### config.mk
export PLATFORM = sky130hd
export DESIGN_NAME = mpu_seq_core_flat
export DESIGN_NICKNAME = d
export VERILOG_FILES = /design/src/rtl/mpu_seq_core_if.sv /design/src/rtl/mpu_seq_core.sv /design/src/flat_wrapper.sv
export SDC_FILE = /design/constraint.sdc
export NUM_CORES = 1
export LEC_CHECK = 0
export ABC_CLOCK_PERIOD_IN_PS = 4900
export CAP_MARGIN = 20
export CORE_ASPECT_RATIO = 2
export CORE_MARGIN = 3
export CORE_UTILIZATION = 50
export DETAILED_ROUTE_END_ITERATION = 7
export PLACE_DENSITY = 0.81
export SLEW_MARGIN = 20
export SYNTH_ARGS = -nofsm -noshare
export SYNTH_HDL_FRONTEND = slang
export SYNTH_SLANG_ARGS = --single-unit
### constraint.sdc
create_clock -name clk -period 4.9 [get_ports clk]
set_input_delay 0.735 -clock clk [delete_from_list [all_inputs] [get_ports clk]]
set_output_delay 0.735 -clock clk [all_outputs]
set_load 0.01 [all_outputs]
### src/rtl/mpu_seq_core_if.sv
// Program-memory read bus for mpu_seq_core.
//   mem_req   : core requests a read at mem_addr
//   mem_addr  : read address (the core's pc)
//   mem_ack   : read data valid this cycle (may arrive with the request)
//   mem_rdata : read data, taken when mem_req & mem_ack
// master = core side, slave = memory side.
interface mpu_seq_core_if #(
  parameter int DATA_W = 8,
  parameter int PC_W   = 12
);
  logic              mem_req;
  logic [PC_W-1:0]   mem_addr;
  logic              mem_ack;
  logic [DATA_W-1:0] mem_rdata;

  modport master (output mem_req, mem_addr, input mem_ack, mem_rdata);
  modport slave  (input mem_req, mem_addr, output mem_ack, mem_rdata);
endinterface

### src/rtl/mpu_seq_core.sv
// Multi-cycle micro-processing core: fetches an instruction byte plus
// 0..3 operand bytes over a req/ack bus, then runs EXEC and WB.
// Ports:
//   clk, rst_n         clock, async active-low reset
//   halt_in            async level halt request (synchronised internally)
//   mem                program-memory bus (master side)
//   phase, pc, halted  current phase encoding, program counter, frozen flag
//   flag_z, flag_c     ALU zero / carry-borrow flags
//   dbg_sel, dbg_data  combinational register peek (0 for missing regs)
module mpu_seq_core #(
  parameter int DATA_W  = 8,
  parameter int REG_CNT = 8,
  parameter int PC_W    = 12
) (
  input  logic              clk,
  input  logic              rst_n,
  input  logic              halt_in,
  mpu_seq_core_if.master    mem,
  output logic [2:0]        phase,
  output logic [PC_W-1:0]   pc,
  output logic              halted,
  output logic              flag_z,
  output logic              flag_c,
  input  logic [2:0]        dbg_sel,
  output logic [DATA_W-1:0] dbg_data
);
  localparam logic [2:0] PH_FETCH   = 3'b000;
  localparam logic [2:0] PH_DECODE  = 3'b001;
  localparam logic [2:0] PH_OPERAND = 3'b010;
  localparam logic [2:0] PH_EXEC    = 3'b101;
  localparam logic [2:0] PH_WB      = 3'b110;
  localparam logic [2:0] PH_HALT    = 3'b111;

  typedef logic [DATA_W-1:0] word_t;

  logic [2:0]                     phase_q, phase_d, saved_q, saved_d, nxt;
  logic [PC_W-1:0]                pc_q, pc_d;
  logic [7:0]                     instr_q, instr_d, b1_q, b1_d, b2_q, b2_d;
  logic [1:0]                     opcnt_q, opcnt_d;
  word_t                          res_q, res_d;
  logic [REG_CNT-1:0][DATA_W-1:0] regs_q, regs_d;
  logic [7:0][DATA_W-1:0]         regs_x;
  logic                           fz_q, fz_d, fc_q, fc_d;
  logic                           hs1_q, hs1_d, hs_q, hs_d;

  logic [1:0]    n;
  logic [2:0]    op, rd;
  word_t         a, b, alu_r;
  logic          alu_c, req, acked, step;
  logic [DATA_W:0] sum, dif;

  assign n  = instr_q[7:6];
  assign op = instr_q[5:3];
  assign rd = instr_q[2:0];

  assign req          = (phase_q == PH_FETCH) || (phase_q == PH_OPERAND);
  assign mem.mem_req  = rst_n & req;   // HALTED is its own phase, so req is already low there
  assign mem.mem_addr = pc_q;
  assign acked        = req & mem.mem_ack;

  // Zero-padded view of the register file: indices >= REG_CNT read as 0.
  always_comb begin
    regs_x = '0;
    for (int i = 0; i < REG_CNT; i++) regs_x[i] = regs_q[i];
  end

  assign dbg_data = regs_x[dbg_sel];
  assign a        = regs_x[rd];
  assign b        = (n == 2'd0) ? regs_x[0] : word_t'(b1_q);

  always_comb begin
    sum   = {1'b0, a} + {1'b0, b};
    dif   = {1'b0, a} - {1'b0, b};
    alu_r = sum[DATA_W-1:0];
    alu_c = sum[DATA_W];
    case (op)
      3'd1: begin alu_r = dif[DATA_W-1:0];          alu_c = dif[DATA_W]; end
      3'd2: begin alu_r = a & b;                     alu_c = 1'b0;        end
      3'd3: begin alu_r = a | b;                     alu_c = 1'b0;        end
      3'd4: begin alu_r = a ^ b;                     alu_c = 1'b0;        end
      3'd5: begin alu_r = b;                         alu_c = fc_q;        end
      3'd6: begin alu_r = {a[DATA_W-2:0], 1'b0};     alu_c = a[DATA_W-1]; end
      3'd7: begin alu_r = {1'b0, a[DATA_W-1:1]};     alu_c = a[0];        end
      default: ;
    endcase
  end

  always_comb begin
    phase_d = phase_q;
    saved_d = saved_q;
    pc_d    = pc_q;
    instr_d = instr_q;
    b1_d    = b1_q;
    b2_d    = b2_q;
    opcnt_d = opcnt_q;
    res_d   = res_q;
    regs_d  = regs_q;
    fz_d    = fz_q;
    fc_d    = fc_q;
    hs1_d   = halt_in;
    hs_d    = hs1_q;
    nxt     = phase_q;
    step    = 1'b0;   // a phase step happens this edge; halt may only land on one

    case (phase_q)
      PH_FETCH: if (acked) begin
        instr_d = mem.mem_rdata[7:0];
        pc_d    = pc_q + 1'b1;
        nxt     = PH_DECODE;
        step    = 1'b1;
      end
      PH_DECODE: begin
        opcnt_d = n;
        nxt     = (n == 2'd0) ? PH_EXEC : PH_OPERAND;
        step    = 1'b1;
      end
      PH_OPERAND: if (acked) begin
        // opcnt counts down from N, so the first byte arrives with opcnt == N
        if (opcnt_q == n)                b1_d = mem.mem_rdata[7:0];
        else if (opcnt_q == n - 2'd1)    b2_d = mem.mem_rdata[7:0];
        pc_d    = pc_q + 1'b1;
        opcnt_d = opcnt_q - 2'd1;
        nxt     = (opcnt_q == 2'd1) ? PH_EXEC : PH_OPERAND;
        step    = 1'b1;
      end
      PH_EXEC: begin
        case (n)
          2'd2: pc_d = PC_W'({b1_q, b2_q});
          2'd3: ;
          default: begin
            res_d = alu_r;
            fc_d  = alu_c;
            fz_d  = (alu_r == '0);
          end
        endcase
        nxt  = PH_WB;
        step = 1'b1;
      end
      PH_WB: begin
        if (n <= 2'd1)
          for (int i = 0; i < REG_CNT; i++)
            if (rd == 3'(i)) regs_d[i] = res_q;
        nxt  = PH_FETCH;
        step = 1'b1;
      end
      PH_HALT: if (!hs_q) phase_d = saved_q;
      default: phase_d = PH_FETCH;
    endcase

    // The step's side effects always commit; halt only redirects the phase.
    if (step) begin
      if (hs_q) begin
        saved_d = nxt;
        phase_d = PH_HALT;
      end else begin
        phase_d = nxt;
      end
    end
  end

  always_ff @(posedge clk or negedge rst_n) begin
    if (!rst_n) begin
      phase_q <= PH_FETCH;
      saved_q <= PH_FETCH;
      pc_q    <= '0;
      instr_q <= '0;
      b1_q    <= '0;
      b2_q    <= '0;
      opcnt_q <= '0;
      res_q   <= '0;
      regs_q  <= '0;
      fz_q    <= 1'b0;
      fc_q    <= 1'b0;
      hs1_q   <= 1'b0;
      hs_q    <= 1'b0;
    end else begin
      phase_q <= phase_d;
      saved_q <= saved_d;
      pc_q    <= pc_d;
      instr_q <= instr_d;
      b1_q    <= b1_d;
      b2_q    <= b2_d;
      opcnt_q <= opcnt_d;
      res_q   <= res_d;
      regs_q  <= regs_d;
      fz_q    <= fz_d;
      fc_q    <= fc_d;
      hs1_q   <= hs1_d;
      hs_q    <= hs_d;
    end
  end

  assign phase  = phase_q;
  assign pc     = pc_q;
  assign halted = (phase_q == PH_HALT);
  assign flag_z = fz_q;
  assign flag_c = fc_q;
endmodule

### src/flat_wrapper.sv
// flat-port wrapper written by rule: the top's interface ports become plain ports
module mpu_seq_core_flat 
#(
  parameter int DATA_W  = 8,
  parameter int REG_CNT = 8,
  parameter int PC_W    = 12
)
  (clk, rst_n, halt_in, phase, pc, halted, flag_z, flag_c, dbg_sel, dbg_data, mem_mem_req, mem_mem_addr, mem_mem_ack, mem_mem_rdata);
  mpu_seq_core_if #(.DATA_W(DATA_W), .PC_W(PC_W)) mem_i ();
  input  logic clk;
  input  logic rst_n;
  input  logic halt_in;
  output logic [2:0] phase;
  output logic [PC_W-1:0] pc;
  output logic halted;
  output logic flag_z;
  output logic flag_c;
  input  logic [2:0] dbg_sel;
  output logic [DATA_W-1:0] dbg_data;
  output wire logic [$bits(mem_i.mem_req)-1:0] mem_mem_req;
  output wire logic [$bits(mem_i.mem_addr)-1:0] mem_mem_addr;
  input wire logic [$bits(mem_i.mem_ack)-1:0] mem_mem_ack;
  input wire logic [$bits(mem_i.mem_rdata)-1:0] mem_mem_rdata;
  assign mem_mem_req = mem_i.mem_req;
  assign mem_mem_addr = mem_i.mem_addr;
  assign mem_i.mem_ack = mem_mem_ack;
  assign mem_i.mem_rdata = mem_mem_rdata;
  mpu_seq_core #(.DATA_W(DATA_W), .REG_CNT(REG_CNT), .PC_W(PC_W)) u_core (.clk(clk), .rst_n(rst_n), .halt_in(halt_in), .mem(mem_i), .phase(phase), .pc(pc), .halted(halted), .flag_z(flag_z), .flag_c(flag_c), .dbg_sel(dbg_sel), .dbg_data(dbg_data));
endmodule
; Word level (Yosys, flattened, before mapping)
; Index checks and enable logic that the tools add are counted.
[word_totals]
wordCells = 117
output_inout_bits = 39
reg_bits = 120
in_bits = 15
[op_classes]
eq_ne = 29
reduce_logical = 29
n_addsub = 5
magnitude_cmp = 3
bitwise = 8
n_mux = 23
[op_table]
columns = cell, n
row1 = $pmux W8 S7, 1
row2 = $bmux W8 S3, 2
row3 = $eq A3 B3 Y1 const B, 11
row4 = $reduce_and A3 Y1, 11
row5 = $mux W12, 2
row6 = $mux W8, 3
row7 = $pmux W12 S2, 1
row8 = $mux W3, 7
row9 = $eq A3 B2 Y1 const B, 5
row10 = $pmux W3 S5, 1
row11 = $add A12 B1 Y12 const B, 1
row12 = $reduce_and A2 Y1, 5
row13 = $add A8 B8 Y9, 1
row14 = $eq A3 B1 Y1 const B, 3
row15 = $sub A8 B8 Y9, 1
row16 = $and A8 B8 Y8, 1
row17 = $logic_not A8 Y1, 1
row18 = $lt A3 B4 Y1 const B, 2
row19 = $ne A2 B1 Y1 const B, 4
row20 = $or A8 B8 Y8, 1
row21 = $xor A8 B8 Y8, 1
row22 = $logic_not A3 Y1, 2
row23 = $pmux W3 S2, 1
row24 = $reduce_or A3 Y1, 2
row25 = other kinds (19), 27

; Depth between registers and ports, before layout
[logic_depth]
ltp_word = 7
depth_mapped = 15
depth_no_buf = 13

; Least setup slack after synthesis
; No wires, ideal clock.
[synth_timing]
path_kind = reg2reg
from = register u_core.instr_q[7]
to = register u_core.fz_q (netlist: u_core.flag_z)
n_path_buf = 1
required_time_ns = 4.808
setup_slack_ns = 1.208
path_stages_with_launch = 14
period_less_slack_ns = 3.692
arrival_time_ns = 3.600
setup_ns = 0.092
path_cell_list = dfrtp_1 -> inv_1 -> ha_1 -> buf_1 -> mux2_2 -> ha_1 -> fa_1 -> a211oi_1 -> o21ai_0 -> a21oi_1 -> xnor2_1 -> a2bb2oi_1 -> or4_1 -> o31ai_2
[synth_between]
elab_chain_len = 5
word_cells_on_any_way = 14
cone_classes = 2 x add/sub / 2 x eq/ne / 2 x mux / 4 x bitwise / 4 x reduce/logical
[synth_lines]
columns = element, line_no
row1 = start: declaration, mpu_seq_core.sv:38  ; logic [7:0] instr_q, instr_d, b1_q, b1_d, b2_q, b2_d;
row2 = start signal: assignment, mpu_seq_core.sv:180  ; instr_q <= instr_d;
row3 = $logic_not A2 Y1, mpu_seq_core.sv:69  ; assign b = (n == 2'd0) ? regs_x[0] : word_t'(b1_q);
row4 = $mux W8, mpu_seq_core.sv:69
row5 = "$add A8 B8 Y9, or another cell as far along", mpu_seq_core.sv:72  ; sum = {1'b0, a} + {1'b0, b};
row6 = $pmux W8 S7, mpu_seq_core.sv:76  ; case (op)
row7 = $logic_not A8 Y1, mpu_seq_core.sv:133  ; fz_d = (alu_r == '0);
row8 = end signal: assignment, mpu_seq_core.sv:186  ; fz_q <= fz_d;
row9 = end: declaration, mpu_seq_core.sv:43  ; logic fz_q, fz_d, fc_q, fc_d;
; Several ways; a longest one is shown, not always the timed one.
; A chain may end at the register's enable or synchronous reset.

; Final worst setup path
[layout_timing]
from = register u_core.instr_q[1]
to = register u_core.fz_q (netlist: u_core.flag_z)
[layout_between]
elab_chain_len = 5
word_cells_on_any_way = 9
cone_classes = 2 x add/sub / 3 x mux / 3 x bitwise / 1 x reduce/logical
[layout_lines]
columns = element, line_no
row1 = $bmux W8 S3 *, mpu_seq_core.sv:68  ; assign a = regs_x[rd];
row2 = $mux W8 (not written as such) *, mpu_seq_core.sv:68
row3 = "$add A8 B8 Y9, or another cell as far along", mpu_seq_core.sv:72
row4 = $pmux W8 S7 *, mpu_seq_core.sv:76
row5 = $logic_not A8 Y1 *, mpu_seq_core.sv:133
; Mark *: on every way between the ends. The rest lies on a longest branch, timed or not. The select of a mux whose other input is x is not followed.

==> impl_metrics.env <==
export IMPL_yosys_mux_area_fraction_pct=25.4
export IMPL_setup_violations_final=0
export IMPL_p_leak_nw=3.97
export IMPL_synth_xor_area_share_pct=1.12
export IMPL_cts_resized=0
export IMPL_synth_top_family_by_area="multiplexers"
export IMPL_die_h_um=182
export IMPL_final_layout_size_suffix_gt1_share_pct=25.6
export IMPL_place_congestion=1.01
export IMPL_synth_top_cells_by_area="dfrtp_1, mux2_2, mux4_2, ha_1, a21oi_1"
export IMPL_p_sw_mw=3.01
export IMPL_drt_iter0_markers=543
export IMPL_avgViaCountPerCell=6.35
export IMPL_insertion_delay_ps=430
export IMPL_max_freq_mhz=228
export IMPL_post_cts_repair_setup_buffers=0
export IMPL_instances_no_fill=954
export IMPL_synth_edf_count=0
export IMPL_max_cap_violations=0
export IMPL_yosysSeqAreaShare_pct=38.6
export IMPL_period_share_pct=89.3
export IMPL_ys_ff_latch=120
export IMPL_synth_area_sq_um=7790
export IMPL_wire_per_inst_um=21.9
export IMPL_synth_top_cells_by_count="dfrtp_1, mux2_2, a21oi_1, nand2_1, ha_1"
export IMPL_clk_pin_slew_worst_paths_ps=80
export IMPL_grt_pass1_wl_um=33700
export IMPL_start_util_pct=51.7
export IMPL_post_synth_cell_area_avg_sq_um=10.9
export IMPL_synth_async_sr_flop_share_pct=100
export IMPL_syn_inst=714
export IMPL_cts_sinks=120
export IMPL_root_buffer="clkbuf_16"
export IMPL_skew_ps=22.8
export IMPL_portBuffers=53
export IMPL_fill_cells=1210
export IMPL_grt_max_degree=78
export IMPL_netSwitchingFraction_pct=44.7
export IMPL_power_density_nw_per_um2=753
export IMPL_synth_top_cell_by_area="dfrtp_1"
export IMPL_die_area_sq_um=17200
export IMPL_grt_overflow=0
export IMPL_slew_violations=0
export IMPL_die_x_um=94.2
export IMPL_dpl_hpwl_um=15100
export IMPL_relSlewSlack_pct=28.8
export IMPL_post_synth_top_area_fraction_pct=38.6
export IMPL_antenna_cells=0
export IMPL_core_area_sq_um=15100
export IMPL_cts_made_buffers=17
export IMPL_critPathRequiredTime_ps=5220
export IMPL_fp_row_count=63
export IMPL_seq_power_share_pct=29.1
export IMPL_htreeDepth=4
export IMPL_cts_tree="yes"
export IMPL_firstDrtPassIters=8
export IMPL_fin_nets=802
export IMPL_yosys_warnings=0
export IMPL_ys_flop_type="dfrtp_1"
export IMPL_min_period_ps=4380
export IMPL_layout_area_overhead_vs_synth_pct=14.7
export IMPL_p_int_mw=3.72
export IMPL_placed_area_sq_um=8360
export IMPL_run_status="finished clean"
export IMPL_power_frac_clock_pct=18.1
export IMPL_synthAdderAreaFrac_pct=6.78
export IMPL_synth_most_common_cell="dfrtp_1"
export IMPL_cp_end_kind="flip-flop"
export IMPL_stdcell_area_sq_um=8930
export IMPL_critPathMaxFanout=18
export IMPL_synthSimpleGateAreaFrac_pct=10.3
export IMPL_hold_buffers=0
export IMPL_synth_compound_area_share_pct=13.0
export IMPL_worst_slew_pin_slew_ps=1060
export IMPL_synth_cell_type_count=72
export IMPL_antenna_found_initial=0
export IMPL_setup_tns_final_ps=0
export IMPL_syn_nets=770
export IMPL_rsz0062_at_grt="false"
export IMPL_cp_start_kind="flip-flop"
export IMPL_io_pins=54
export IMPL_drc=0
export IMPL_cts_path_max_buffers=2
export IMPL_cp_arrival_ps=4700
export IMPL_groute_usage_overall_pct=25.5
export IMPL_finalWirelength_um=20900
export IMPL_dpl_cell_count=922
export IMPL_hold_viol=0
export IMPL_antenna_left=0
export IMPL_vias=6054
export IMPL_worstSetupPathType="reg2reg"
export IMPL_grt_pass1_vias=6337
export IMPL_hold_class="in2async"
export IMPL_p_comb_share_pct=52.8
export IMPL_peakVddDrop_mv=0.432
layout make-up:
type                    count  area (sq um)  share of cell area [%]
multi-input cells         516          4420                    49.4
flip-flops and latches    120          3000                    33.6
repair buffers             59           573                    6.42
clock buffers              17           425                    4.76
well taps                 195           244                    2.73
clock inverters            15           148                    1.65
inverters                  32           123                    1.37
layout by cell type, fill, tap and decap left out, types with 4 or more instances in the layout:
master and instances:
a21oi_1 42, inv_8 5, nor2b_1 12, a211oi_1 7, mux2_2 113, mux2i_1 12, o22ai_1 14, ha_1 39
nor3b_1 5, a221oi_1 5, nand3_1 8, inv_6 5, nand2b_1 10, o31ai_1 4, nand2_1 42, mux4_2 23
clkdlybuf4s50_1 52, nor3_1 8, or2_2 4, o32ai_1 4, buf_4 7, or3_1 5, o21ai_0 35, dfrtp_1 120
and2_1 6, xnor2_1 8, clkbuf_16 17, inv_1 30, nor2_1 38
worst paths after layout:
check                                  startpoint                     end  slack (ps)  cells past startpoint
worst max-delay path            u_core.instr_q[1]           u_core.flag_z         520                     13
worst min-delay path                        rst_n  u_core.mem.mem_addr[0]         290                      1
worst max register to register  u_core.instr_q[1]           u_core.flag_z         520                     13
worst min register to register       u_core.hs1_q             u_core.hs_q         340                      0
max in group asynchronous                   rst_n       u_core.regs_q[39]        3190                      2
min in group clk                     u_core.hs1_q             u_core.hs_q         340                      0
metrics by stage:
step                      hold WS, ps  utilization, %  worst slack (ps)  total power, mW
final                             294            59.3               522             6.72
after global routing              346            59.3               301             7.16
after CTS                         312            59.3               639             6.66
after detailed placement          344            55.5               683             5.40
after global placement            336            55.5               759             5.32
after floorplan                   331               -              1210             4.38
state kept, by name (all words and copies together) (netlist names), 2 cells and up:
name and count:
u_core.b2_q 8, u_core.res_q 8, u_core.opcnt_q 2, u_core.instr_q 8
u_core.phase 3, u_core.mem.mem_addr 12, u_core.regs_q 64, u_core.b1_q 8
u_core.saved_q 3
power groups by stage:
stage	combinational [mW]	sequential (mW)	clock (mW)
after CTS	3.50	1.93	1.23
after global placement	3.40	1.93	0
after floorplan	2.71	1.67	0
after detailed placement	3.46	1.94	0
after global routing	3.87	2.01	1.28
final	3.55	1.95	1.22
per-layer routing:
metal  GRT usage, %  part of all wire [%]  routed length, um
met2           46.1                    55              11400
met5              0                     0                  0
met3           4.00                   5.1               1060
met1           26.5                    33               6970
met4           16.4                   6.8               1430
critical path, stage by stage, from the launching register on:
cell and delay (ps):
dfrtp_1 720, buf_4 350, mux2i_1 110, a211oi_1 300, a2bb2oi_1 550, inv_1 110
ha_1 390, inv_1 200, o22ai_1 120, a211oi_1 310, o221ai_1 160, a2bb2oi_1 160
or4_1 580, o31ai_2 230
cells by family after synthesis:
family | Yosys count
compound gates | 155
mux | 153
flops | 120
fa+ha+maj | 41
simple gates | 157
xor+xnor | 10
buf+inv | 78
No activity file was read; power rests on OpenSTA's default activity.
